File: src/rtl/rvvi_frame_arbiter.sv
// Frame-atomic arbiter sharing the outbound RVVI AXI4 write-data channel between the
// trace packetizer (source 0) and the host status generator (source 1).
module rvvi_frame_arbiter #(
    parameter int MAX_FRAME_WORDS = 32
) (
    input  logic        m_axi_aclk,
    input  logic        m_axi_aresetn,
    input  logic [31:0] Src0Wdata,
    input  logic [3:0]  Src0Wstrb,
    input  logic        Src0Wlast,
    input  logic        Src0Wvalid,
    output logic        Src0Wready,
    input  logic [31:0] Src1Wdata,
    input  logic [3:0]  Src1Wstrb,
    input  logic        Src1Wlast,
    input  logic        Src1Wvalid,
    output logic        Src1Wready,
    output logic [31:0] RvviAxiWdata,
    output logic [3:0]  RvviAxiWstrb,
    output logic        RvviAxiWlast,
    output logic        RvviAxiWvalid,
    input  logic        RvviAxiWready,
    input  logic [31:0] IfgCycles,
    input  logic        PrioMode,
    output logic [1:0]  Grant,
    output logic        Busy,
    output logic [31:0] FrameCount0,
    output logic [31:0] FrameCount1,
    output logic        FrameErr
);

    typedef enum logic [1:0] {IDLE, XFER, GAP} state_t;

    localparam logic [9:0] WDOG_LAST = 10'(MAX_FRAME_WORDS - 1);

    state_t      state;
    state_t      nextState;
    logic        lastServed;
    logic [9:0]  beatCount;
    logic [31:0] gapCnt;
    logic        pickSrc1;
    logic        srcLast;
    logic        watchdog;
    logic        beat;
    logic        frameDone;

    // lastServed is 1 when source 1 completed the most recent frame.
    always_comb begin
        pickSrc1 = 1'b0;
        if (Src1Wvalid && !Src0Wvalid) begin
            pickSrc1 = 1'b1;
        end else if (Src0Wvalid && Src1Wvalid && !PrioMode) begin
            pickSrc1 = ~lastServed;
        end
    end

    always_ff @(posedge m_axi_aclk) begin
        if (!m_axi_aresetn) begin
            state <= IDLE;
        end else begin
            state <= nextState;
        end
    end

    always_comb begin
        nextState = state;
        case (state)
            IDLE: if (Src0Wvalid || Src1Wvalid) nextState = XFER;
            XFER: if (frameDone) nextState = (IfgCycles != 32'd0) ? GAP : IDLE;
            GAP:  if (gapCnt == 32'd1) nextState = IDLE;
            default: nextState = IDLE;
        endcase
    end

    // Passthrough of the granted source; everything is quiet outside XFER.
    always_comb begin
        RvviAxiWdata  = '0;
        RvviAxiWstrb  = '0;
        RvviAxiWlast  = 1'b0;
        RvviAxiWvalid = 1'b0;
        Src0Wready    = 1'b0;
        Src1Wready    = 1'b0;
        srcLast       = Grant[1] ? Src1Wlast : Src0Wlast;
        watchdog      = (state == XFER) && (beatCount == WDOG_LAST) && !srcLast;
        if (state == XFER) begin
            if (Grant[1]) begin
                RvviAxiWdata  = Src1Wdata;
                RvviAxiWstrb  = Src1Wstrb;
                RvviAxiWvalid = Src1Wvalid;
                Src1Wready    = RvviAxiWready;
            end else begin
                RvviAxiWdata  = Src0Wdata;
                RvviAxiWstrb  = Src0Wstrb;
                RvviAxiWvalid = Src0Wvalid;
                Src0Wready    = RvviAxiWready;
            end
            RvviAxiWlast = srcLast | watchdog;
        end
        beat      = RvviAxiWvalid & RvviAxiWready;
        frameDone = beat & RvviAxiWlast;
        Busy      = (state != IDLE);
    end

    always_ff @(posedge m_axi_aclk) begin
        if (!m_axi_aresetn) begin
            Grant       <= 2'b00;
            lastServed  <= 1'b1;
            beatCount   <= '0;
            gapCnt      <= '0;
            FrameCount0 <= '0;
            FrameCount1 <= '0;
            FrameErr    <= 1'b0;
        end else begin
            case (state)
                IDLE: begin
                    if (Src0Wvalid || Src1Wvalid) begin
                        Grant     <= pickSrc1 ? 2'b10 : 2'b01;
                        beatCount <= '0;
                    end
                end
                XFER: begin
                    if (beat) begin
                        beatCount <= beatCount + 10'd1;
                        if (watchdog) FrameErr <= 1'b1;
                        if (frameDone) begin
                            if (Grant[1]) FrameCount1 <= FrameCount1 + 32'd1;
                            else          FrameCount0 <= FrameCount0 + 32'd1;
                            lastServed <= Grant[1];
                            Grant      <= 2'b00;
                            gapCnt     <= IfgCycles;
                        end
                    end
                end
                GAP: gapCnt <= gapCnt - 32'd1;
                default: ;
            endcase
        end
    end

endmodule
File: config.mk
export PLATFORM = sky130hd
export DESIGN_NAME = rvvi_frame_arbiter
export DESIGN_NICKNAME = d
export VERILOG_FILES = /design/src/rtl/rvvi_frame_arbiter.sv
export SDC_FILE = /design/constraint.sdc
export NUM_CORES = 1
export LEC_CHECK = 0
export ABC_CLOCK_PERIOD_IN_PS = 6300
export BUFFER_PORTS_ARGS = -buffer_cell sky130_fd_sc_hd__buf_2
export CAP_MARGIN = 20
export CORE_UTILIZATION = 30
export CTS_CLUSTER_DIAMETER = 100
export DETAILED_ROUTE_END_ITERATION = 8
export PLACE_DENSITY_LB_ADDON = 0.25
export SLEW_MARGIN = 20
export SYNTH_ARGS = -nofsm -noshare
export SYNTH_HDL_FRONTEND = slang
export SYNTH_SLANG_ARGS = --single-unit
File: constraint.sdc
create_clock -name m_axi_aclk -period 6.3 [get_ports m_axi_aclk]
set_input_delay 0.945 -clock m_axi_aclk [delete_from_list [all_inputs] [get_ports m_axi_aclk]]
set_output_delay 0.945 -clock m_axi_aclk [all_outputs]
set_load 0.1 [all_outputs]
==> results.md <==
- Transition time at the pin with the least slew margin: 1.06 ns
- Site Rows: between 50 and 60
- Clock root buffer master: sky130_fd_sc_hd__clkbuf_16
- Most common cell in the netlist: sky130_fd_sc_hd__nor2_1
- Max-Slew Margin vs Limit: a little under 30%
- Cts hold-fix bufs: 0
- Dominant cell type by area after synthesis: sky130_fd_sc_hd__dfxtp_1
- Max rail drop VDD: 0.120 mV
- Post-synthesis cell type count: 64
- Vias per cell: between 5 and 6
- Share of post-route cells with drive strength above 1: 25.3%
- Die area: 0.0226 mm2
- Highest attainable clock frequency: 0.278 GHz
- Remaining number of nets flagged by the antenna check after routing: 0
- CTS tree: yes
- Number of inserted diodes: 0
- Wire length of the first global-routing pass: about 32000 um
- Crit Path Category: reg -> out
- Net count of the mapped netlist: between 900 and 1000
- Pin count of the biggest net entering global routing: 56
- Count of unresolved DRC violations after routing: 0
- Ports placed on the boundary: 220
- Overall power: 1.77 mW
- Initial drt markers: roughly 340
- Synthesized instance count: 849
- Number of nets in the final layout: 1148
- Average cell area after synthesis: 7.78 um2
- Highest fanout seen on the critical path: 38
- Most common flop cell mapped by yosys: sky130_fd_sc_hd__dfxtp_1
- Total routing usage reported by global routing: 17.8%
- Top-area cell type share of the netlist area: between 30% and 40%
- Arrival time at the worst endpoint: 2.66 ns
- Number of flip-flops and latches in the synthesized netlist: approximately 110
- Final worst path period need: between 3 and 4 ns
- Kind of end point of the critical path: output pin
- Detailed placement HPWL: ~15000 um
- Die outline height: 150 um
- Setup crit start kind: flop
- Fraction of the yosys area taken by sequential cells: 34.0%
- Number of buffers inserted during clock tree synthesis: 9
- Result of the run: completed
- Clock Latency Late Sink: between 0.3 and 0.4 ns
- Setup Skew: 0.00917 ns
- Top post-synthesis cells by area: sky130_fd_sc_hd__dfxtp_1, sky130_fd_sc_hd__nor2_1, sky130_fd_sc_hd__mux2i_1
- Number of synthesized flops with an enable pin: 0
- Core box area: 0.0213 mm2
- Share of the cycle needed by the critical path after routing: 57.1%
- Average routed wire per standard cell: 15.7 um
- Type of the tightest min-delay check: reg -> reg
- Final hold vios: 0
- Number of buffers added for setup after CTS: 0
- Number of antenna violations at the first check in global routing: 0
- Via Count: 6994
- Proportion of synthesized flip-flops having asynchronous set or reset: 0%
- I/O Buffers: 219
- Starting density of the core: 31.0%
- Routed WL: 20600 um
- Final global-route overflow total: 0
- Horiz. Die Dim: 150 um
- Total Negative Setup Slacks: 0 ns
- Setup violators final: 0
- Count of max-cap constraint violations: 0
- Final GP Congestion: 0.801
- Resized cells post-CTS: 0
- Synth Cell Area: 0.00660 mm2
- Layout overhead on the synthesized area: 24.1%
- Static Leakage: ~3.2 nW
- Number of synthesis warnings: 0
- Unrepaired setup endpoints after global routing: no
- Maximum count of clock buffers along a single path: 2
- Clock-pin slew on the worst setup and hold paths: 0.07 ns
- H-tree level count: 3
- Critical path data required time: roughly 5.4 ns
- Final max-slew violation count: 0
- First-pass iteration count of the detailed router: 5
- Top post-synthesis cells by count: sky130_fd_sc_hd__nor2_1, sky130_fd_sc_hd__dfxtp_1, sky130_fd_sc_hd__a21oi_1
- Clock sink total: 112
- Power Dens Cells: 216 mW/mm2
- Number of global-route vias before repair: ~6200
- Final-layout fill cell count: 2250
report_power, final:
| part | internal, mW | switching (mW) |
|---|---|---|
| Clock | 0.318 | 0.274 |
| Combinational | 0.107 | 0.339 |
| Sequential | 0.720 | 0.0145 |
| Total | 1.14 | 0.628 |
area by class of cell:
| class | instances | area (um2) | share of cell area, % |
|---|---|---|---|
| flip-flops and latches | 112 | 2240 | 27.4 |
| inverters | 15 | 56.3 | 0.687 |
| clock inverters | 5 | 56.3 | 0.687 |
| repair buffers | 227 | 1160 | 14.1 |
| well taps | 275 | 344 | 4.20 |
| clock buffers | 10 | 239 | 2.92 |
| multi-input cells | 666 | 4100 | 50.0 |
path summary, 6_finish.rpt:
check	end	depth (start not counted)	slack (ns)	from
hold reg to reg	gapCnt[21]	2	0.48	gapCnt[21]
setup / recovery	RvviAxiWlast	6	2.70	Grant[1]
setup reg to reg	FrameCount1[24]	7	3.28	Grant[1]
hold / removal	gapCnt[21]	2	0.48	gapCnt[21]
placed cells by master (no fill, tap or decap), types with 17 or more instances in the layout:
| cell type | count |
|---|---|
| sky130_fd_sc_hd__nor2_1 | 128 |
| sky130_fd_sc_hd__nand3_1 | 37 |
| sky130_fd_sc_hd__xnor2_1 | 37 |
| sky130_fd_sc_hd__a21oi_1 | 59 |
| sky130_fd_sc_hd__dfxtp_1 | 111 |
| sky130_fd_sc_hd__o31ai_1 | 22 |
| sky130_fd_sc_hd__nand4_1 | 23 |
| sky130_fd_sc_hd__or3_1 | 18 |
| sky130_fd_sc_hd__mux2i_1 | 41 |
| sky130_fd_sc_hd__nor4_1 | 31 |
| sky130_fd_sc_hd__o21ai_0 | 41 |
| sky130_fd_sc_hd__buf_2 | 219 |
| sky130_fd_sc_hd__or4_1 | 17 |
| sky130_fd_sc_hd__nand2_1 | 56 |
| sky130_fd_sc_hd__nor3_1 | 21 |
logic make-up (layout without fill, tap and decap cells):
family	Yosys count	count (layout)	share of synthesized area, %
XOR/XNOR	40	40	5.31
AO/OA/AOI/OAI	184	184	17.7
buffers and inverters	71	257	4.17
multiplexers	44	44	6.73
AND/OR/NAND/NOR	393	393	31.2
flip-flops	112	112	34.0
adder cells (fa/ha/maj)	5	5	0.947
registers in the layout, indices dropped and copies added, names as in the netlist:
register     cells
FrameCount0     32
FrameCount1     32
gapCnt          32
beatCount       10
Grant            2
state            2
FrameErr         1
lastServed       1
worst max-delay path, cell delays in order, from the launching register on:
cell and delay (ns):
sky130_fd_sc_hd__dfxtp_2 0.47, sky130_fd_sc_hd__buf_4 0.55, sky130_fd_sc_hd__mux2_2 0.45, sky130_fd_sc_hd__a31oi_2 0.14
sky130_fd_sc_hd__buf_4 0.29, sky130_fd_sc_hd__nor2_1 0.06, sky130_fd_sc_hd__buf_2 0.30
layer usage:
metal  global-route usage (%)  up-vias  share of wire, %
met2                     28.8      193                47
met5                        0        -                 0
li1                         -     3508                 -
met3                     3.91       14               5.9
met1                     24.3     3279                47
met4                     2.88        0              0.66
through the flow:
step	hold slack [ns]	cells	area, um2	utilization (%)	setup WS (ns)
2_1_floorplan	0.443	849	6600	-	1.76
3_3_place_gp	0.464	1295	7900	37.1	3.00
3_5_place_dp	0.461	1295	7900	37.1	2.98
4_1_cts	0.479	1310	8190	38.5	2.68
5_1_grt	0.506	1310	8190	38.5	2.57
6_report	0.477	1310	8190	38.5	2.70
No activity file was read; power rests on OpenSTA's default activity.
